<file path="src/rtl/yc_niu_rx_sink.sv">
//==============================================================================
//  Module   : yc_niu_rx_sink
//  Purpose  : Receive-side NIU endpoint. Consumer end of a valid/ready flit
//             link. Drives a programmable ready/backpressure pattern, accepts
//             flits, checks per-source sequence numbers carried in each flit,
//             and exposes saturating accept/error counters plus capture of the
//             first sequence error.
//
//  Ports    : clk        - clock
//             rst_n      - synchronous, active-low reset
//             en         - sink enable; ready is forced low while en is low
//             rx_valid   - flit valid from the link
//             rx_flit    - flit data (flat vector, FLIT_W bits)
//             rx_ready   - sink ready (registered, independent of rx_valid)
//             rx_count   - accepted flits, saturating at all-ones
//             err_count  - sequence errors, saturating at 16'hFFFF
//             err_valid  - sticky flag, set on the first sequence error
//             err_src    - source id of the first error
//             err_exp    - expected sequence number at the first error
//             err_got    - received sequence number at the first error
//             active     - ready-pattern FSM is not idle
//
//  Options  : YC_NIU_RX_LFSR_STALL_EN - when defined, the periodic READY_ON /
//             READY_OFF pattern is replaced by a pseudo-random pattern from a
//             16-bit Fibonacci LFSR (about 75% ready). Default: undefined.
//
//  Revision : 1.0 - initial release
//==============================================================================
`default_nettype none

module yc_niu_rx_sink #(
    parameter int FLIT_W    = 64,
    parameter int SRC_LSB   = 56,
    parameter int SRC_W     = 2,
    parameter int SEQ_LSB   = 0,
    parameter int SEQ_W     = 16,
    parameter int READY_ON  = 4,
    parameter int READY_OFF = 0,
    parameter int CNT_W     = 32
) (
    input  logic              clk,
    input  logic              rst_n,
    input  logic              en,
    input  logic              rx_valid,
    input  logic [FLIT_W-1:0] rx_flit,
    output logic              rx_ready,
    output logic [CNT_W-1:0]  rx_count,
    output logic [15:0]       err_count,
    output logic              err_valid,
    output logic [SRC_W-1:0]  err_src,
    output logic [SEQ_W-1:0]  err_exp,
    output logic [SEQ_W-1:0]  err_got,
    output logic              active
);

    localparam int c_num_src = 2 ** SRC_W;

    typedef enum logic [1:0] {
        ST_IDLE = 2'd0,
        ST_ON   = 2'd1,
        ST_OFF  = 2'd2
    } state_t;

    // -------------------------------------------------------------------------
    // Ready-pattern FSM. rx_ready and active are registered copies of the
    // next state so that ready never depends combinationally on rx_valid.
    // -------------------------------------------------------------------------
    state_t state_q;
    logic   ready_q;
    logic   active_q;

`ifdef YC_NIU_RX_LFSR_STALL_EN

    // Fibonacci LFSR, taps 16,14,13,11, shifting toward the MSB.
    logic [15:0] lfsr_q;
    logic        w_lfsr_fb;

    assign w_lfsr_fb = lfsr_q[15] ^ lfsr_q[13] ^ lfsr_q[12] ^ lfsr_q[10];

    always_ff @(posedge clk) begin
        if (!rst_n) begin
            lfsr_q <= 16'hACE1;
        end else begin
            lfsr_q <= {lfsr_q[14:0], w_lfsr_fb};
        end
    end

    always_ff @(posedge clk) begin
        if (!rst_n) begin
            state_q  <= ST_IDLE;
            ready_q  <= 1'b0;
            active_q <= 1'b0;
        end else begin
            case (state_q)
                ST_IDLE: begin
                    if (en) begin
                        state_q  <= ST_ON;
                        ready_q  <= 1'b1;
                        active_q <= 1'b1;
                    end
                end
                ST_ON, ST_OFF: begin
                    if (!en) begin
                        state_q  <= ST_IDLE;
                        ready_q  <= 1'b0;
                        active_q <= 1'b0;
                    end else if (lfsr_q[1:0] != 2'b00) begin
                        state_q <= ST_ON;
                        ready_q <= 1'b1;
                    end else begin
                        state_q <= ST_OFF;
                        ready_q <= 1'b0;
                    end
                end
                default: begin
                    state_q  <= ST_IDLE;
                    ready_q  <= 1'b0;
                    active_q <= 1'b0;
                end
            endcase
        end
    end

`else

    // Period counter holds the remaining cycles of the current ON/OFF phase
    // minus one, so a phase ends when the counter reads zero.
    localparam int c_per_max = (READY_ON > READY_OFF) ? READY_ON : READY_OFF;
    localparam int c_per_w   = (c_per_max > 1) ? $clog2(c_per_max) : 1;

    localparam logic [c_per_w-1:0] c_on_reload  = c_per_w'(READY_ON - 1);
    localparam logic [c_per_w-1:0] c_off_reload =
        (READY_OFF > 0) ? c_per_w'(READY_OFF - 1) : '0;
    localparam logic [c_per_w-1:0] c_per_one    = c_per_w'(1);

    logic [c_per_w-1:0] per_cnt_q;

    always_ff @(posedge clk) begin
        if (!rst_n) begin
            state_q   <= ST_IDLE;
            per_cnt_q <= '0;
            ready_q   <= 1'b0;
            active_q  <= 1'b0;
        end else begin
            case (state_q)
                ST_IDLE: begin
                    if (en) begin
                        state_q   <= ST_ON;
                        per_cnt_q <= c_on_reload;
                        ready_q   <= 1'b1;
                        active_q  <= 1'b1;
                    end
                end
                ST_ON: begin
                    if (!en) begin
                        state_q  <= ST_IDLE;
                        ready_q  <= 1'b0;
                        active_q <= 1'b0;
                    end else if (per_cnt_q == '0) begin
                        // READY_OFF of zero means the sink stays ready forever.
                        if (READY_OFF > 0) begin
                            state_q   <= ST_OFF;
                            per_cnt_q <= c_off_reload;
                            ready_q   <= 1'b0;
                        end else begin
                            per_cnt_q <= c_on_reload;
                        end
                    end else begin
                        per_cnt_q <= per_cnt_q - c_per_one;
                    end
                end
                ST_OFF: begin
                    if (!en) begin
                        state_q  <= ST_IDLE;
                        ready_q  <= 1'b0;
                        active_q <= 1'b0;
                    end else if (per_cnt_q == '0) begin
                        state_q   <= ST_ON;
                        per_cnt_q <= c_on_reload;
                        ready_q   <= 1'b1;
                    end else begin
                        per_cnt_q <= per_cnt_q - c_per_one;
                    end
                end
                default: begin
                    state_q   <= ST_IDLE;
                    per_cnt_q <= '0;
                    ready_q   <= 1'b0;
                    active_q  <= 1'b0;
                end
            endcase
        end
    end

`endif

    // -------------------------------------------------------------------------
    // Accept path and per-source sequence checker.
    // The handshake uses the registered ready, so a flit accepted on the same
    // edge that en falls is still counted and checked.
    // -------------------------------------------------------------------------
    logic             w_accept;
    logic [SRC_W-1:0] w_src;
    logic [SEQ_W-1:0] w_seq;
    logic [SEQ_W-1:0] w_seq_next;
    logic [SEQ_W-1:0] w_exp_cur;
    logic             w_mismatch;
    logic             w_unused_flit;

    logic [c_num_src-1:0] seen_q, seen_d;
    logic [SEQ_W-1:0]     exp_q [c_num_src];
    logic [SEQ_W-1:0]     exp_d [c_num_src];

    logic [CNT_W-1:0] rx_count_q,  rx_count_d;
    logic [15:0]      err_count_q, err_count_d;
    logic             err_valid_q, err_valid_d;
    logic [SRC_W-1:0] err_src_q,   err_src_d;
    logic [SEQ_W-1:0] err_exp_q,   err_exp_d;
    logic [SEQ_W-1:0] err_got_q,   err_got_d;

    assign w_accept   = rx_valid && ready_q;
    assign w_src      = rx_flit[SRC_LSB +: SRC_W];
    assign w_seq      = rx_flit[SEQ_LSB +: SEQ_W];
    // Modulo-2**SEQ_W increment: the all-ones value wraps cleanly to zero.
    assign w_seq_next = w_seq + SEQ_W'(1);
    assign w_exp_cur  = exp_q[w_src];
    // An unseen source seeds its expectation and can never mismatch.
    assign w_mismatch = w_accept && seen_q[w_src] && (w_seq != w_exp_cur);

    // Only the source and sequence fields are inspected; the rest of the flit
    // is payload that this endpoint discards.
    assign w_unused_flit = ^rx_flit;

    always_comb begin
        seen_d      = seen_q;
        exp_d       = exp_q;
        rx_count_d  = rx_count_q;
        err_count_d = err_count_q;
        err_valid_d = err_valid_q;
        err_src_d   = err_src_q;
        err_exp_d   = err_exp_q;
        err_got_d   = err_got_q;

        if (w_accept) begin
            // Seed, match and mismatch all (re)synchronise to q+1.
            seen_d[w_src] = 1'b1;
            exp_d[w_src]  = w_seq_next;

            if (rx_count_q != {CNT_W{1'b1}}) begin
                rx_count_d = rx_count_q + CNT_W'(1);
            end

            if (w_mismatch) begin
                if (err_count_q != 16'hFFFF) begin
                    err_count_d = err_count_q + 16'd1;
                end
                // Capture only the very first error; later ones leave it alone.
                if (!err_valid_q) begin
                    err_valid_d = 1'b1;
                    err_src_d   = w_src;
                    err_exp_d   = w_exp_cur;
                    err_got_d   = w_seq;
                end
            end
        end
    end

    always_ff @(posedge clk) begin
        if (!rst_n) begin
            seen_q      <= '0;
            for (int i = 0; i < c_num_src; i++) begin
                exp_q[i] <= '0;
            end
            rx_count_q  <= '0;
            err_count_q <= '0;
            err_valid_q <= 1'b0;
            err_src_q   <= '0;
            err_exp_q   <= '0;
            err_got_q   <= '0;
        end else begin
            seen_q      <= seen_d;
            exp_q       <= exp_d;
            rx_count_q  <= rx_count_d;
            err_count_q <= err_count_d;
            err_valid_q <= err_valid_d;
            err_src_q   <= err_src_d;
            err_exp_q   <= err_exp_d;
            err_got_q   <= err_got_d;
        end
    end

    assign rx_ready  = ready_q;
    assign active    = active_q;
    assign rx_count  = rx_count_q;
    assign err_count = err_count_q;
    assign err_valid = err_valid_q;
    assign err_src   = err_src_q;
    assign err_exp   = err_exp_q;
    assign err_got   = err_got_q;

endmodule

`default_nettype wire

</file>
<file path="config.mk">
export PLATFORM = sky130hd
export DESIGN_NAME = yc_niu_rx_sink
export DESIGN_NICKNAME = d
export VERILOG_FILES = /design/src/rtl/yc_niu_rx_sink.sv
export SDC_FILE = /design/constraint.sdc
export NUM_CORES = 1
export LEC_CHECK = 0
export CELL_PAD_IN_SITES_DETAIL_PLACEMENT = 1
export CELL_PAD_IN_SITES_GLOBAL_PLACEMENT = 2
export CORE_ASPECT_RATIO = 1.75
export CORE_MARGIN = 8
export CORE_UTILIZATION = 30
export CTS_CLUSTER_DIAMETER = 200
export DETAILED_ROUTE_END_ITERATION = 7
export PLACE_DENSITY = 0.83
export SLEW_MARGIN = 5
export SYNTH_ARGS = -nofsm -noshare
export SYNTH_HDL_FRONTEND = slang
export SYNTH_SLANG_ARGS = --single-unit
</file>
<file path="constraint.sdc">
create_clock -name clk -period 2.7 [get_ports clk]
set_input_delay 0.405 -clock clk [delete_from_list [all_inputs] [get_ports clk]]
set_output_delay 0.405 -clock clk [all_outputs]
set_load 0.005 [all_outputs]
</file>
==> metrics.log, run 1 <==
[metrics] fraction of registers with async set/reset: 0%
[metrics] area share of the leading cell type in the synthesized netlist: about 43%
[metrics] Max H-tree Level: 4
[metrics] DRC Markers: 0
[metrics] unrepaired setup endpoints after global routing: false
[metrics] Reg power frac: 42.8%
[metrics] cell types occupying the most area after synthesis: sky130_fd_sc_hd__dfxtp_1, sky130_fd_sc_hd__a211oi_1, sky130_fd_sc_hd__mux4_2, sky130_fd_sc_hd__nor2_1, sky130_fd_sc_hd__nand3_1
[metrics] footprint of the flip-flops and latches: between 3000 and 4000 um2
[metrics] M2 GR Usage: a little under a third
[metrics] pwr/cell area: between 500 and 600 nW/um2
[metrics] insertion delay to the later sink of the worst-skew pair: about 430 ps
[metrics] via-per-instance ratio: 5.205
[metrics] Horiz. Die Dim: about 130 um
[metrics] switching portion of total power: a little under a quarter
[metrics] Die Y: around 220 um
[metrics] Core Rows: 74
[metrics] Seq/Total Area, Yosys: 43.50%
[metrics] remaining antenna violation count after routing: 0
[metrics] number of warnings reported in the yosys synthesis log: 0
[metrics] vias post-DR: about 6400
[metrics] FILL cells: roughly 2600
[metrics] met1 demand-to-capacity share in global routing: between 15 and 20%
[metrics] largest driver fanout on the critical path: 34
[metrics] power dissipated by switching net loads: roughly 0.0012 W
[metrics] Synth area leader: sky130_fd_sc_hd__dfxtp_1
[metrics] Die Footprint: between 20000 and 30000 um2
[metrics] wire length of the first global-routing pass: roughly 36000 um
[metrics] number of buffers inserted for hold repair after clock tree synthesis: 0
[metrics] count of flip-flops with a built-in enable after synthesis: 0
[metrics] number of ports placed on the die boundary: roughly 150
[metrics] Port Buf Inserts: 106
[metrics] Achievable Freq: 381.0 MHz
[metrics] number of synthesized register bits: approximately 150
[metrics] final weighted congestion in routability-driven placement: approximately 0.8
[metrics] hpwl dp: about 15000 um
[metrics] most common library cell in the layout ignoring fill and taps: sky130_fd_sc_hd__dfxtp_1
[metrics] maximum number of pins on one net before global-route repair: just over 50
[metrics] type of destination of the critical path: register
[metrics] clock network power share: approximately 51%
[metrics] startpoint type of the worst setup path: input port
[metrics] drt initial violations: 261
[metrics] Congestion Overflow GR: 0
[metrics] average footprint of a synthesized cell: slightly above 9 um2
[metrics] Data required, critical path: 3010 ps
[metrics] Final Critical Period: approximately 2600 ps
[metrics] portion of the clock cycle consumed by the worst path in the final layout: 97.22%
[metrics] number of antenna violations at the first check in global routing: 0
[metrics] via count of the first global-routing pass: just under 7000
[metrics] number of pins exceeding their max-slew limit in the final report: 0
[metrics] type of the setup path with the least slack: in -> reg
[metrics] transition at the pin with the smallest max-transition slack: roughly 1000 ps
[metrics] aggregate global-route resource usage: 15.57%
[metrics] maximum clock skew at final layout: between 10 and 15 ps
[metrics] leakage power total: 3.125 nW
[metrics] register clock-pin slew on the reported worst setup and hold paths: 70 ps
[metrics] top library cells by usage in the layout, fill and taps aside: sky130_fd_sc_hd__dfxtp_1, sky130_fd_sc_hd__clkdlybuf4s50_1, sky130_fd_sc_hd__nor2_1, sky130_fd_sc_hd__buf_4, sky130_fd_sc_hd__nand3_1
[metrics] Post-Synthesis Net Count: 842
[metrics] worst hold path class: reg -> reg
[metrics] netlist area before placement: 6995 um2
[metrics] Final Net Count: 986
[metrics] fraction of layout instances using a drive strength above 1: approximately 19%
[metrics] max capacitance violation total: 0
[metrics] highest-utilization routing layer at the global route stage: met2
[metrics] Peak VDD IR: ~0.0005 V
[metrics] Netlist cell types: between 40 and 50
[metrics] first-pass iteration count of the detailed router: 4
[metrics] number of cells on the worst hold path: 2
[metrics] CTS tree: built
[metrics] fraction of met3 tracks used by global routing: under 10%
[metrics] area overhead of the layout relative to synthesis: 37.76%
[metrics] final hold slack: 472.4 ps
[metrics] run status: finished clean
[metrics] area of the multi-input gates: 3661 um2
[metrics] Routed Wire Length: 22290 um
[metrics] hold violation total from the final report: 0
[metrics] average wire per standard cell: 18.09 um
[metrics] power share of the combinational group: under 10%
[metrics] post-layout total power: approximately 0.0053 W
[metrics] final number of setup-violating endpoints: 0
[metrics] count of cells along the worst register-to-register path: 6
[metrics] Arr. time, crit path: between 2000 and 3000 ps
[metrics] clock sink count: 152
[metrics] summed negative setup slack over all endpoints: 0 ps
[metrics] ANT cells: 0
[metrics] dominant synthesized flop cell: sky130_fd_sc_hd__dfxtp_1
[metrics] clock root buffer: sky130_fd_sc_hd__clkbuf_16
[metrics] core region area: approximately 23000 um2
[metrics] Max transition margin: 32.99%
[metrics] cell count after synthesis: 771
[metrics] internal power consumption: ~0.0041 W
[metrics] clock tree buffer depth: 2
[metrics] initial core utilization: a little under a third
[metrics] total clock buffers created by CTS: 17
==> synth_stat cells, drive strengths merged, types with 2 or more instances <==
master / number
a211oi: 59
a21oi: 66
and2: 7
and3: 13
and4: 4
buf: 21
clkbuf: 40
dfxtp: 152
ha: 3
inv: 8
mux2i: 10
mux4: 17
nand2: 39
nand2b: 7
nand3: 62
nand4: 14
nor2: 89
nor3: 5
nor4: 7
o211ai: 2
o21ai: 50
o31ai: 18
o41ai: 2
or3: 13
or4: 18
xnor2: 25
xor2: 12
==> cell type report <==
cell class / count / share of cell area (%)
multi-input cells: 549 / 37.99
flip-flops and latches: 152 / 31.58
repair buffers: 186 / 19.27
clock buffers: 18 / 4.557
well taps: 304 / 3.947
clock inverters: 14 / 2.285
inverters: 9 / 0.3765
==> registers in the layout, summed over array words and instances (netlist names) <==
signal and cells:
rx_count 32, active 1, exp_q 64, err_exp 16, err_got 16, err_count 16, seen_q 4, err_src 2
err_valid 1
==> per-layer routing <==
| metal | vias to the layer above | routed length [um] | share of wire [%] |
|---|---|---|---|
| li1 | 3114 | - | - |
| met1 | 3177 | 8768 | 39 |
| met2 | 97 | 12540 | 56 |
| met3 | 24 | 630 | 2.8 |
| met4 | 0 | 355 | 1.6 |
| met5 | - | 0 | 0 |
==> stage by stage <==
stage	area (um2)	setup slack, ps	std cells	util [%]
after floorplan	6995	177.4	771	-
after global placement	8692	-545.4	1179	37.55
after detailed placement	8692	-625.2	1179	37.55
after CTS	9490	1.539	1221	41.00
after global routing	9637	5.704	1232	41.63
final	9637	75.09	1232	41.63
==> cells by family after synthesis <==
kind of cell,synth area share [%]
adders and majority gates,0.5366
and+or+nand+nor,20.01
buffers and inverters,4.954
xor gates and xnor gates,4.632
AOI/OAI and AO/OA,19.46
DFF,43.50
muxes,6.904
==> path summary, 6_finish.rpt <==
| check | from | endpoint | slack (ps) |
|---|---|---|---|
| max | rx_flit[56] | err_exp[8]$_SDFFE_PN0P_ | 80 |
| max reg2reg | rx_count[5]$_SDFFE_PN0P_ | rx_count[31]$_SDFFE_PN0P_ | 200 |
| min reg2reg | exp_q[1]$_SDFFE_PN0P_ | exp_q[1]$_SDFFE_PN0P_ | 470 |
| min | exp_q[1]$_SDFFE_PN0P_ | exp_q[1]$_SDFFE_PN0P_ | 470 |
==> worst max-delay path, stage by stage <==
cell	delay [ps]
sky130_fd_sc_hd__clkdlybuf4s15_1	210
sky130_fd_sc_hd__buf_12	150
sky130_fd_sc_hd__buf_4	140
sky130_fd_sc_hd__mux4_2	540
sky130_fd_sc_hd__xnor2_1	190
sky130_fd_sc_hd__nand4_2	210
sky130_fd_sc_hd__buf_4	190
sky130_fd_sc_hd__o41a_1	450
sky130_fd_sc_hd__buf_12	190
sky130_fd_sc_hd__nand3_1	140
sky130_fd_sc_hd__a21oi_2	80
==> repair_timing <==
item | 4_1_cts | 5_1_grt
buffers inserted | 9 | 10
cloned | 1 | 1
resized for setup | 4 | 11
setup endpoints to repair | 45 | 48
pin swaps | 5 | 10
==> power by group through the flow <==
stage / Combinational (W) / Sequential [W] / Clock [W]
after floorplan: 0.000170 / 0.00233 / 0
after global placement: 0.000313 / 0.00233 / 0
after detailed placement: 0.000316 / 0.00233 / 0
after CTS: 0.000334 / 0.00228 / 0.00276
after global routing: 0.000375 / 0.00228 / 0.00284
final: 0.000349 / 0.00228 / 0.00269
(Power assumes the default switching activity.)
==> inputs of run 2 (changes only) <==
--- a/config.mk
+++ b/config.mk
@@ -12,6 +12,8 @@
 export CORE_UTILIZATION = 30
 export CTS_CLUSTER_DIAMETER = 200
 export DETAILED_ROUTE_END_ITERATION = 7
+export GPL_TIMING_DRIVEN = 0
+export MAX_ROUTING_LAYER = met4
 export PLACE_DENSITY = 0.83
 export SLEW_MARGIN = 5
 export SYNTH_ARGS = -nofsm -noshare
==> metrics.log, run 2 (synthesis gave the netlist of run 1 again) <==
[metrics] type of the setup path with the least slack: in -> reg
[metrics] setup slack, reg-to-reg: approximately 130 ps
[metrics] Achievable Freq: between 300 and 400 MHz
[metrics] critical path launch point: rx_flit[56]
[metrics] met2 WL post-DR: between 10000 and 15000 um
[metrics] hpwl dp: approximately 19000 um
[metrics] maximum number of pins on one net before global-route repair: 17
[metrics] number of antenna violations at the first check in global routing: 0
[metrics] remaining antenna violation count after routing: 0
[metrics] internal power consumption: roughly 0.0043 W
[metrics] wire length of the first global-routing pass: between 30000 and 40000 um
[metrics] Port Buf Inserts: 104
[metrics] last element of the critical path: err_count[13]$_SDFFE_PN0P_
[metrics] core region area: about 23000 um2
[metrics] first-pass iteration count of the detailed router: 6
[metrics] fraction of layout instances using a drive strength above 1: 11.26%
[metrics] DRC Markers: 0
[metrics] wire length the detailed router placed on met1: 9181 um
[metrics] final number of setup-violating endpoints: 0
[metrics] leakage power total: about 2.8 nW
[metrics] Crit path depth: 11
[metrics] most common library cell in the layout ignoring fill and taps: sky130_fd_sc_hd__dfxtp_1
[metrics] area overhead of the layout relative to synthesis: 30.76%
[metrics] drt initial violations: about 260
[metrics] cell count after placement: 1179
[metrics] startpoint type of the worst setup path: input port
[metrics] vias post-DR: around 6400
[metrics] post-route setup slack: slightly above 100 ps
[metrics] clock tree buffer depth: 2
[metrics] via count of the first global-routing pass: approximately 6900
[metrics] max capacitance violation total: 0
[metrics] Largest Register: exp_q
[metrics] Data required, critical path: just over 3000 ps
[metrics] run status: finished clean
[metrics] Final Net Count: between 900 and 1000
[metrics] Arr. time, crit path: between 2000 and 3000 ps
[metrics] Routed Wire Length: approximately 24000 um
[metrics] number of pins exceeding their max-slew limit in the final report: 0
[metrics] largest driver fanout on the critical path: 10
[metrics] register clock-pin slew on the reported worst setup and hold paths: 60 ps
[metrics] final weighted congestion in routability-driven placement: ~0.8
[metrics] clock root buffer: sky130_fd_sc_hd__clkbuf_16
[metrics] setup slack after placement: -918.6 ps
[metrics] final cell count without fillers: approximately 1200
[metrics] Core Rows: 74
[metrics] Reg power frac: a little over two fifths
[metrics] Buf/Inv on CP: 5
[metrics] worst hold path class: in -> reg
[metrics] Final Critical Period: 2598 ps
[metrics] Die Y: 218.0 um
[metrics] type of destination of the critical path: register
[metrics] cell with the largest stage delay on the worst path: sky130_fd_sc_hd__mux4_2
[metrics] number of flip-flops under the largest register name: 64
[metrics] switching portion of total power: around a fifth
[metrics] clock sink count: 152
[metrics] Met3 Routed Length: approximately 730 um
[metrics] transition at the pin with the smallest max-transition slack: roughly 940 ps
[metrics] slowest stage delay, CP: 580 ps
[metrics] Congestion Overflow GR: 0
[metrics] startpoint of the lowest-slack register-to-register path: exp_q[1]$_SDFFE_PN0P_
[metrics] total clock buffers created by CTS: 17
[metrics] power dissipated by switching net loads: around 0.0012 W
[metrics] ANT cells: 0
[metrics] Max transition margin: 36.55%
[metrics] CTS tree: built
[metrics] Horiz. Die Dim: about 130 um
[metrics] count of cells along the worst register-to-register path: 9
[metrics] Max H-tree Level: 4
[metrics] via-per-instance ratio: roughly 5.3
[metrics] pwr/cell area: 593.6 nW/um2
[metrics] initial core utilization: between 30 and 40%
[metrics] top library cells by usage in the layout, fill and taps aside: sky130_fd_sc_hd__dfxtp_1, sky130_fd_sc_hd__clkdlybuf4s50_1, sky130_fd_sc_hd__nor2_1, sky130_fd_sc_hd__nand3_1, sky130_fd_sc_hd__a211oi_1
[metrics] portion of the clock cycle consumed by the worst path in the final layout: 96.22%
[metrics] clock network power share: 52.4%
[metrics] Die Footprint: approximately 29000 um2
[metrics] number of ports placed on the die boundary: between 150 and 200
[metrics] top routing layer in use: met4
[metrics] hold violation total from the final report: 0
[metrics] kind of cell with the highest combined delay on the critical path: buffers and inverters
[metrics] power share of the combinational group: 5.6%
[metrics] capture instance of the worst register-to-register path: err_count[13]$_SDFFE_PN0P_
[metrics] number of buffers inserted for hold repair after clock tree synthesis: 0
[metrics] aggregate global-route resource usage: between 10% and 20%
[metrics] most numerous cell on the critical path: sky130_fd_sc_hd__buf_6
[metrics] Peak VDD IR: around 0.00035 V
[metrics] unrepaired setup endpoints after global routing: false
[metrics] average wire per standard cell: between 20 and 25 um
[metrics] insertion delay to the later sink of the worst-skew pair: around 430 ps
[metrics] maximum clock skew at final layout: around 11 ps
[metrics] cell-by-cell listing of the critical path: buf_6 -> buf_6 -> mux4_2 -> xnor2_1 -> nand4_1 -> o41ai_4 -> buf_4 -> buf_6 -> buf_6 -> o31ai_1 -> a21oi_1
## run 2: changes by cell type in the layout (fill, tap and decap cells not counted), sizes merged, moves of 2 or more
cell,previous run,this run
clkinvlp,4,0
buf,78,22
inv,10,8
bufinv,5,7
clkbuf,19,63
clkinv,4,2
## run 2: metal layers
| metal | up-vias | track usage, % |
|---|---|---|
| met2 | 130 | 33.55 |
| met5 | - | - |
| li1 | 3072 | - |
| met1 | 3154 | 16.73 |
| met3 | 39 | 3.298 |
| met4 | 0 | 6.733 |
## run 2: worst min-delay path, stage by stage
cell and delay [ps]:
sky130_fd_sc_hd__clkbuf_1 210, sky130_fd_sc_hd__nand3_1 150, sky130_fd_sc_hd__a21oi_1 70
## run 2: final cells by class
cell class	instances	area, um2
fill	2696	14000
multi-input combinational	549	3631
sequential	152	3044
timing repair buffer	105	1044
clock buffer	23	478.0
tap	304	380.4
buffer	60	321.6
clock inverter	8	215.2
inverter	9	33.78
## run 2: how the worst min path moves through the flow
stage | cells after the start | slack [ps] | endpoint | start
CTS | 3 | 440 | err_got[2]$_SDFFE_PN0P_ | rx_flit[2]
detailed placement | 2 | 460 | seen_q[2]$_SDFFE_PN0P_ | seen_q[2]$_SDFFE_PN0P_
global route | 3 | 480 | err_got[2]$_SDFFE_PN0P_ | rx_flit[2]
finish | 3 | 460 | err_got[2]$_SDFFE_PN0P_ | rx_flit[2]
global placement | 2 | 440 | seen_q[2]$_SDFFE_PN0P_ | seen_q[2]$_SDFFE_PN0P_
floorplan | 2 | 430 | exp_q[1]$_SDFFE_PN0P_ | exp_q[1]$_SDFFE_PN0P_
## run 2: power by group through the flow
stage / combinational, W / sequential, W / clock, W
finish: 0.000302 / 0.00228 / 0.00285
global route: 0.000325 / 0.00228 / 0.00299
CTS: 0.000305 / 0.00228 / 0.00290
detailed placement: 0.000302 / 0.00233 / 0
global placement: 0.000298 / 0.00233 / 0
floorplan: 0.000170 / 0.00233 / 0
## run 2: stage by stage
| stage | cell area (um2) | TNS (ps) | utilization [%] | power [W] | hold WS (ps) |
|---|---|---|---|---|---|
| 4_1_cts | 9139 | 0 | 39.48 | 0.005485 | 444.2 |
| 5_1_grt | 9148 | 0 | 39.52 | 0.005595 | 481.9 |
| 6_report | 9148 | 0 | 39.52 | 0.005430 | 462.2 |
| 3_3_place_gp | 8417 | -54180 | 36.36 | 0.002628 | 442.9 |
| 2_1_floorplan | 6995 | 0 | - | 0.002496 | 433.2 |
| 3_5_place_dp | 8417 | -59290 | 36.36 | 0.002633 | 462.4 |
## run 2: timing repair
| action | in CTS | in global routing |
|---|---|---|
| resized for setup | 7 | 8 |
| endpoints found under the hold margin | 0 | 0 |
| pin swaps | 1 | 0 |
| buffers inserted | 1 | 0 |
| cloned | 0 | 0 |
| setup endpoints to repair | 74 | 53 |
